==> src/rtl/aes_pkg.sv <==
// Shared AES definitions: state/column types, MixColumns mode encoding,
// request payload struct and GF(2^8) helpers (xtime, gmul).
package aes_pkg;

  localparam int unsigned AES_NB   = 4;
  localparam logic [7:0]  AES_POLY = 8'h1b;
  localparam int unsigned COL_W    = 32;
  localparam int unsigned STATE_W  = AES_NB * COL_W;
  localparam int unsigned MODE_W   = 2;

  typedef logic [STATE_W-1:0] state_t;
  typedef logic [COL_W-1:0]   col_t;
  typedef logic [MODE_W-1:0]  mode_t;

  // Mode 3 is reserved and falls through to bypass wherever modes are decoded.
  localparam mode_t MC_FWD = 2'd0;
  localparam mode_t MC_INV = 2'd1;
  localparam mode_t MC_BYP = 2'd2;

  // State and mode captured together at accept.
  typedef struct packed {
    state_t state;
    mode_t  mode;
  } mc_req_t;

  // Multiply by x in GF(2^8) modulo 0x11b.
  function automatic logic [7:0] xtime(input logic [7:0] a);
    return {a[6:0], 1'b0} ^ (a[7] ? AES_POLY : 8'h00);
  endfunction

  // Multiply by the small constants MixColumns/InvMixColumns need.
  function automatic logic [7:0] gmul(input logic [7:0] a, input logic [3:0] k);
    logic [7:0] x2, x4, x8, r;
    x2 = xtime(a);
    x4 = xtime(x2);
    x8 = xtime(x4);
    case (k)
      4'h2:    r = x2;
      4'h3:    r = x2 ^ a;
      4'h9:    r = x8 ^ a;
      4'hb:    r = x8 ^ x2 ^ a;
      4'hd:    r = x8 ^ x4 ^ a;
      4'he:    r = x8 ^ x4 ^ x2;
      default: r = a;
    endcase
    return r;
  endfunction

endpackage

==> src/rtl/mix_columns_iter_if.sv <==
// Valid/ready bus around the MixColumns stage.
//   in_valid/in_ready/in_state/in_mode : upstream (ShiftRows) side
//   out_valid/out_ready/out_state      : downstream (AddRoundKey) side
// slave = the stage itself, master = its environment.
interface mix_columns_iter_if;
  import aes_pkg::*;

  logic   in_valid;
  logic   in_ready;
  state_t in_state;
  mode_t  in_mode;
  logic   out_valid;
  logic   out_ready;
  state_t out_state;

  modport slave (
    input  in_valid, in_state, in_mode, out_ready,
    output in_ready, out_valid, out_state
  );

  modport master (
    output in_valid, in_state, in_mode, out_ready,
    input  in_ready, out_valid, out_state
  );
endinterface

==> src/rtl/mix_column_unit.sv <==
// Combinational single-column transform.
//   col_in    : column a0..a3, a0 in the top byte
//   mode      : MC_FWD, MC_INV, anything else passes the column through
//   col_out_c : transformed column, same byte order
module mix_column_unit
  import aes_pkg::*;
(
  input  col_t  col_in,
  input  mode_t mode,
  output col_t  col_out_c
);

  // Row r lives at packed index 3-r; the 2-bit truncation wraps r+k mod 4.
  function automatic logic [1:0] ridx(input int unsigned r);
    return 2'(3 - r);
  endfunction

  logic [3:0][7:0] a;
  logic [3:0][7:0] b;

  assign a = col_in;

  always_comb begin
    b = a;
    case (mode)
      MC_FWD: begin
        for (int unsigned r = 0; r < 4; r++) begin
          b[ridx(r)] = gmul(a[ridx(r)], 4'h2) ^ gmul(a[ridx(r + 1)], 4'h3)
                     ^ a[ridx(r + 2)] ^ a[ridx(r + 3)];
        end
      end
      MC_INV: begin
        for (int unsigned r = 0; r < 4; r++) begin
          b[ridx(r)] = gmul(a[ridx(r)], 4'he) ^ gmul(a[ridx(r + 1)], 4'hb)
                     ^ gmul(a[ridx(r + 2)], 4'hd) ^ gmul(a[ridx(r + 3)], 4'h9);
        end
      end
      default: b = a;
    endcase
    col_out_c = b;
  end

endmodule

==> src/rtl/mix_columns_iter.sv <==
// Iterative MixColumns / InvMixColumns / bypass stage with valid/ready on
// both sides. COLS_PER_CYCLE columns are transformed in place per BUSY cycle.
//   clk, rst : clock, synchronous active-high reset
//   bus      : mix_columns_iter_if.slave (in_* upstream, out_* downstream)
module mix_columns_iter
  import aes_pkg::*;
#(
  parameter int unsigned COLS_PER_CYCLE = 1,
  parameter int unsigned NB             = AES_NB
) (
  input logic              clk,
  input logic              rst,
  mix_columns_iter_if.slave bus
);

  localparam int unsigned STEPS = NB / COLS_PER_CYCLE;
  localparam int unsigned CNT_W = (STEPS > 1) ? $clog2(STEPS) : 1;
  localparam logic [CNT_W-1:0] LAST = CNT_W'(STEPS - 1);

  if (!(COLS_PER_CYCLE == 1 || COLS_PER_CYCLE == 2 || COLS_PER_CYCLE == 4) || NB != AES_NB) begin : g_bad_param
    $error("mix_columns_iter: COLS_PER_CYCLE must be 1, 2 or 4 and NB must be 4");
  end

  typedef enum logic [1:0] {IDLE, BUSY, DONE} fsm_t;

  fsm_t             state_q, state_d;
  logic [CNT_W-1:0] cnt_q, cnt_d;
  mc_req_t          req_q, req_d;
  state_t           out_state_q, out_state_d;
  logic             in_ready_q, out_valid_q;

  int unsigned col_idx  [COLS_PER_CYCLE];
  col_t        cols_sel [COLS_PER_CYCLE];
  col_t        cols_mix [COLS_PER_CYCLE];
  state_t      mixed_state;

  // Pick the columns addressed by the step counter.
  always_comb begin
    for (int unsigned i = 0; i < COLS_PER_CYCLE; i++) begin
      col_idx[i]  = 32'(cnt_q) * COLS_PER_CYCLE + i;
      cols_sel[i] = req_q.state[STATE_W - 1 - COL_W * col_idx[i] -: COL_W];
    end
  end

  for (genvar g = 0; g < COLS_PER_CYCLE; g++) begin : g_unit
    mix_column_unit u_col (
      .col_in    (cols_sel[g]),
      .mode      (req_q.mode),
      .col_out_c (cols_mix[g])
    );
  end

  // Working state with this step's columns replaced.
  always_comb begin
    mixed_state = req_q.state;
    for (int unsigned i = 0; i < COLS_PER_CYCLE; i++) begin
      mixed_state[STATE_W - 1 - COL_W * col_idx[i] -: COL_W] = cols_mix[i];
    end
  end

  // Next-state and datapath-register updates.
  always_comb begin
    state_d     = state_q;
    cnt_d       = cnt_q;
    req_d       = req_q;
    out_state_d = out_state_q;
    unique case (state_q)
      IDLE: begin
        if (bus.in_valid) begin
          req_d.state = bus.in_state;
          req_d.mode  = bus.in_mode;
          cnt_d       = '0;
          state_d     = BUSY;
        end
      end
      BUSY: begin
        req_d.state = mixed_state;
        cnt_d       = cnt_q + 1'b1;
        if (cnt_q == LAST) begin
          cnt_d       = '0;
          out_state_d = mixed_state;
          state_d     = DONE;
        end
      end
      DONE: begin
        if (bus.out_ready) state_d = IDLE;
      end
      default: state_d = IDLE;
    endcase
  end

  // State register; handshake outputs registered from the next state.
  always_ff @(posedge clk) begin
    if (rst) begin
      state_q     <= IDLE;
      cnt_q       <= '0;
      req_q       <= '0;
      out_state_q <= '0;
      in_ready_q  <= 1'b1;
      out_valid_q <= 1'b0;
    end else begin
      state_q     <= state_d;
      cnt_q       <= cnt_d;
      req_q       <= req_d;
      out_state_q <= out_state_d;
      in_ready_q  <= (state_d == IDLE);
      out_valid_q <= (state_d == DONE);
    end
  end

  assign bus.in_ready  = in_ready_q;
  assign bus.out_valid = out_valid_q;
  assign bus.out_state = out_state_q;

endmodule
==> src/flat_wrapper.sv <==
// flat-port wrapper written by rule: the top's interface ports become plain ports
module mix_columns_iter_flat import aes_pkg::*;
#(
  parameter int unsigned COLS_PER_CYCLE = 1,
  parameter int unsigned NB             = AES_NB
)
  (clk, rst, bus_in_valid, bus_in_state, bus_in_mode, bus_out_ready, bus_in_ready, bus_out_valid, bus_out_state);
  mix_columns_iter_if bus_i ();
  input logic clk;
  input logic rst;
  input wire logic [$bits(bus_i.in_valid)-1:0] bus_in_valid;
  input wire logic [$bits(bus_i.in_state)-1:0] bus_in_state;
  input wire logic [$bits(bus_i.in_mode)-1:0] bus_in_mode;
  input wire logic [$bits(bus_i.out_ready)-1:0] bus_out_ready;
  output wire logic [$bits(bus_i.in_ready)-1:0] bus_in_ready;
  output wire logic [$bits(bus_i.out_valid)-1:0] bus_out_valid;
  output wire logic [$bits(bus_i.out_state)-1:0] bus_out_state;
  assign bus_i.in_valid = bus_in_valid;
  assign bus_i.in_state = bus_in_state;
  assign bus_i.in_mode = bus_in_mode;
  assign bus_i.out_ready = bus_out_ready;
  assign bus_in_ready = bus_i.in_ready;
  assign bus_out_valid = bus_i.out_valid;
  assign bus_out_state = bus_i.out_state;
  mix_columns_iter #(.COLS_PER_CYCLE(COLS_PER_CYCLE), .NB(NB)) u_core (.clk(clk), .rst(rst), .bus(bus_i));
endmodule
==> config.mk <==
export PLATFORM = sky130hd
export DESIGN_NAME = mix_columns_iter_flat
export DESIGN_NICKNAME = d
export VERILOG_FILES = /design/src/rtl/aes_pkg.sv /design/src/rtl/mix_columns_iter_if.sv /design/src/rtl/mix_column_unit.sv /design/src/rtl/mix_columns_iter.sv /design/src/flat_wrapper.sv
export SDC_FILE = /design/constraint.sdc
export NUM_CORES = 1
export LEC_CHECK = 0
export BUFFER_PORTS_ARGS = -buffer_cell sky130_fd_sc_hd__buf_2
export CORE_MARGIN = 1
export CORE_UTILIZATION = 49
export CTS_CLUSTER_DIAMETER = 150
export DETAILED_ROUTE_END_ITERATION = 6
export PLACE_DENSITY_LB_ADDON = 0.08
export SLEW_MARGIN = 20
export SYNTH_ARGS = -nofsm -noshare
export SYNTH_HDL_FRONTEND = slang
export SYNTH_HIERARCHICAL = 1
export SYNTH_SLANG_ARGS = --single-unit
==> constraint.sdc <==
create_clock -name clk -period 7.9 [get_ports clk]
set_input_delay 1.975 -clock clk [delete_from_list [all_inputs] [get_ports clk]]
set_output_delay 1.975 -clock clk [all_outputs]
set_load 0.1 [all_outputs]
Yosys cells after proc, flatten, opt, wreduce, memory -nomap -nowiden:

Index checks and enable logic that the tools add are counted.

* bits of input ports: 134
* flip-flop bits (word level): 264
* output and inout port bits: 130

* mux-type cells: 47
* $add $sub $neg: 3
* bitwise operators: 64
* equal/unequal tests: 6
* shift-type cells: 3
* reduce and logical (&&, ||, !) cells: 7

Operators by type and width (number)
* $xor 8x8->8: 55
* $pmux 128 s2: 1
* $mux 8: 24
* $shift 32x34->159 const A: 1
* $shiftx 159x33->32: 1
* $shiftx 32x34->159: 1
* $mux 130: 1
* $bwmux 128: 1
* $xor 8x5->8: 9
* $pmux 32 s2: 1
* $mux 5: 12
* $neg 32->34: 1
* $mux 2: 5
* $sub 7x7->8 const A: 1
* $eq 2x2->1 const B: 3
* $logic_not 2->1: 3
* $pmux 2 s3: 1
* $reduce_and 2->1: 3
* $eq 2x1->1 const B: 2
* $pmux 2 s2: 1
* $add 2x1->2 const B: 1
* $ne 2x2->1 const B: 1
* $reduce_bool 2->1: 1

Longest topological paths before layout:

* depth after elaboration: 18
* depth in mapped cells: 12
* depth with buffers taken out: 9

Cells and area by module:

The synthesis kept the hierarchy.

By module, submodules not included
* mix_columns_iter: area an instance 12698.4 µm², sequential area each 5285.1 µm², times used 1, cells each 1368
* mix_column_unit: area an instance 3160.5 µm², sequential area each 0.0 µm², times used 1, cells each 334

Least setup slack after synthesis:

OpenSTA, ideal clock, no wires.

* path kind: register to register
* start: register u_core.cnt_q[1]
* end: register u_core/req_q[22] (netlist bit)
* cell stages (with the launch flop): 13
* setup slack: 4.112 ns
* buffers on the path: 3
* required time: 7.759 ns
* arrival time: 3.647 ns
* period minus slack after synthesis: 3.788 ns
* cells stage by stage: dfxtp_1 > buf_4 > buf_2 > mux4_2 > buf_6 > xnor3_1 > xnor3_1 > xor3_1 > mux2_2 > xnor2_1 > mux2_2 > a31oi_1 > o221ai_1

RTL lines
* from (decl): line mix_columns_iter.sv:27 `logic [CNT_W-1:0] cnt_q, cnt_d;`
* from (signal assigned): line mix_columns_iter.sv:103 `cnt_q <= cnt_d;`
* to (signal assigned): line mix_columns_iter.sv:104 `req_q <= req_d;`
* to (decl): line mix_columns_iter.sv:28 `mc_req_t req_q, req_d;`

==> results_dict.tcl <==
set metrics [dict create \
    run_status "finished, final reports clean" \
    fmax_ghz 0.205 \
    core_um2 31700 \
    numCtsBuffers 29 \
    via_count 13500 \
    r2r_start "u_core/cnt_q[1]$_SDFFE_PP0P_" \
    post-cts-setup-buffer-count 0 \
    wl_per_cell_um 24.2 \
    min_period_over_period_pct 61.7 \
    root_buffer "clkbuf_16" \
    overflow 0 \
    die_w_um 182 \
    tritoncts "built" \
    drc 0 \
    drv_cap 0 \
    layout_min_cycle_time_ps 4880 \
    grt_pass1_wl_um 80500 \
    async_reset_ff_share_pct 0 \
    cts.path.max_buffers 3 \
    start_kind "flop" \
    crit_buf_inv 1 \
    r2r_cells 9 \
    min_from "u_core/bus.out_state[119]$_SDFFE_PP0P_" \
    postRouteWirelength_um 54700 \
    cts_sinks 264 \
    fp-row-count 65 \
    min_to "u_core/bus.out_state[119]$_SDFFE_PP0P_" \
    final_common_cell "dfxtp_1" \
    mostFrequentLayoutCells "263 x dfxtp_1, 262 x buf_2, 145 x nor2_1" \
    slowest_delay_ps 870 \
    regToRegEndpoint "u_core/bus.out_state[113]$_SDFFE_PP0P_" \
    clock_skew_ps 11.2 \
    r2r_slack_ps 3020 \
    io_pins 264 \
    ys_warn_count 6 \
    p_leak_uw 0.00683 \
    grt_usage_pct 32.3 \
    slew_headroom_pct 23.0 \
    hpwl_um 38200 \
    synth_seq_area_share_pct 33.3 \
    cp_cell_sequence "buf_4 > mux4_2 > xnor2_1 > xnor3_1 > xnor2_1 > a211oi_1 > a21oi_1 > a31oi_1 > a211oi_2" \
    critical-path-top-delay-family "XOR/XNOR gates" \
    ir_drop_v 0.000252 \
    drtPass1Iterations 5 \
    synth_cell_type_count 39 \
    cp_max_fo 23 \
    worst_pin_slew_ps 1150 \
    initial_core_util_pct 50.0 \
    clock_latency_ps 580 \
    area_growth_pct 13.1 \
    syn_inst 1702 \
    setup-tns-final_ps 0 \
    drive_gt1_share_pct 27.1 \
    setup_viol 0 \
    place_ws_ps 3050 \
    layout_setup_ws_ps 3020 \
    htreeDepth 1 \
    syn_area_per_cell_um2 9.32 \
    nets 1978 \
    holdBufCountCts 0 \
    antenna_found_initial 3 \
    hold_violations 0 \
    ys_ff_latch 264 \
    netlist_area_um2 15900 \
    cts_resized 0 \
    gp_congestion 0.930 \
    cpMostUsedCell "xnor2_1" \
    dieArea_um2 33100 \
    endpoint_kind "flop" \
    p_per_area_nw_per_um2 331 \
    drt-initial-drc-count 1126 \
    cpMaxStageDelayCell "dfxtp_2" \
    synth_edf_count 0 \
    drt-vias-per-instance 5.97 \
    die_h_um 182 \
    rsz0062_at_grt "false" \
    report.power.total_uw 5940 \
    grt_pass1_vias 12600 \
    synthesis.nets 1841 \
    hold_depth 2 \
    clk_pin_slew_ps 60 \
    hp-class "flop to flop" \
    nFillCells 2954 \
    synth_ff_type "dfxtp_1" \
    io_buffers 263 \
    worstSetupPathType "flop to flop" \
    maxSlewViolCount 0 \
    drtAntennaViolNets 0 \
    arrival_ps 5370 \
    grt_max_degree 203 \
    worst_ep_required_time_ps 8400 \
]
-- final cells by class --
| type | instances | area (um2) | share of cell area, % |
|---|---|---|---|
| Inverter | 139 | 522 | 2.91 |
| Clock inverter | 9 | 87.6 | 0.488 |
| Multi-Input combinational cell | 1124 | 9180 | 51.2 |
| Antenna cell | 1 | 2.50 | 0.0140 |
| Sequential cell | 264 | 5290 | 29.5 |
| Tap cell | 402 | 503 | 2.80 |
| Timing Repair Buffer | 281 | 1510 | 8.42 |
| Clock buffer | 43 | 848 | 4.73 |
-- routing by layer --
metal / share of wire (%) / global-route usage [%] / vias to the layer above
li1: - / - / 6253
met1: 46 / 48.4 / 6593
met2: 42 / 47.1 / 596
met3: 8.8 / 6.34 / 79
met4: 2.5 / 8.27 / 0
met5: 0 / 0 / -
-- worst register-to-register path: stages (launching register included) --
cell      delay (ps)
dfxtp_2          870
buf_4            460
mux4_2           720
xnor2_1          620
xnor3_1          590
xnor2_1          190
a211oi_1         100
a21oi_1          750
a31oi_1          260
a211oi_2         250
-- worst max-delay path by stage --
stage,startpoint,endpoint,slack [ps],depth (start not counted)
detailed placement,u_core/cnt_q[1]$_SDFFE_PP0P_,u_core/bus.out_state[115]$_SDFFE_PP0P_,3050,10
global route,u_core/cnt_q[1]$_SDFFE_PP0P_,u_core/req_q[51]$_SDFFE_PP0P_,2730,9
floorplan,u_core/cnt_q[1]$_SDFFE_PP0P_,u_core/req_q[22]$_SDFFE_PP0P_,4110,12
finish,u_core/cnt_q[1]$_SDFFE_PP0P_,u_core/bus.out_state[113]$_SDFFE_PP0P_,3020,9
CTS,u_core/cnt_q[1]$_SDFFE_PP0P_,u_core/bus.out_state[115]$_SDFFE_PP0P_,3040,10
global placement,u_core/cnt_q[1]$_SDFFE_PP0P_,u_core/bus.out_state[113]$_SDFFE_PP0P_,3050,9
-- report_power, final --
| group | internal, uW | switching, uW |
|---|---|---|
| sequential | 1410 | 86.4 |
| combinational | 1340 | 1750 |
| clock | 774 | 582 |
| total | 3520 | 2420 |
-- synthesized netlist by cell type (2+ instances only) --
cell / count / area, um2
buf_2: 73 / 365
xnor2_1: 129 / 1130
nor2_1: 146 / 548
inv_1: 139 / 522
clkbuf_1: 53 / 199
a22oi_1: 2 / 15.0
and2_1: 2 / 12.5
buf_1: 9 / 33.8
nand2b_1: 4 / 25.0
a211oi_1: 30 / 225
a211oi_2: 108 / 1350
a21oi_1: 17 / 85.1
xnor2_2: 2 / 32.5
mux2_2: 17 / 191
mux2i_1: 4 / 40.0
xor2_1: 37 / 324
o221ai_1: 128 / 1120
dfxtp_1: 264 / 5290
xor3_1: 7 / 166
nor2b_1: 131 / 820
o21ai_0: 2 / 10.0
nand2_1: 143 / 537
o21ai_1: 7 / 35.0
mux4_2: 32 / 721
buf_6: 13 / 146
xnor3_1: 30 / 676
ha_1: 5 / 62.6
a31oi_1: 128 / 801
xor2_2: 4 / 65.1
buf_4: 27 / 203
-- state kept, by name, indices dropped and copies added (netlist names) --
signal	count
u_core/bus.out_valid	1
u_core/state_q	2
u_core/bus.in_ready	1
u_core/bus.out_state	128
u_core/cnt_q	2
u_core/req_q	130
-- logic make-up after synthesis --
kind of cell | count (synthesis) | share of synthesized area (%)
xor gates and xnor gates | 211 | 15.4
DFF | 264 | 33.3
adders and majority gates | 5 | 0.394
buffers and inverters | 314 | 9.26
muxes | 53 | 6.00
and+or+nand+nor | 432 | 12.6
AOI/OAI and AO/OA | 423 | 23.0
-- metrics by stage --
step                      instance area, um2  utilization [%]  instances  hold slack, ps
after global placement                 16900             53.4       2208             477
after CTS                              17900             56.4       2260             497
final                                  17900             56.5       2263             491
after floorplan                        15900                -       1702             461
after detailed placement               16900             53.4       2208             486
after global routing                   17900             56.5       2262             511
No activity file was read; power rests on OpenSTA's default activity.
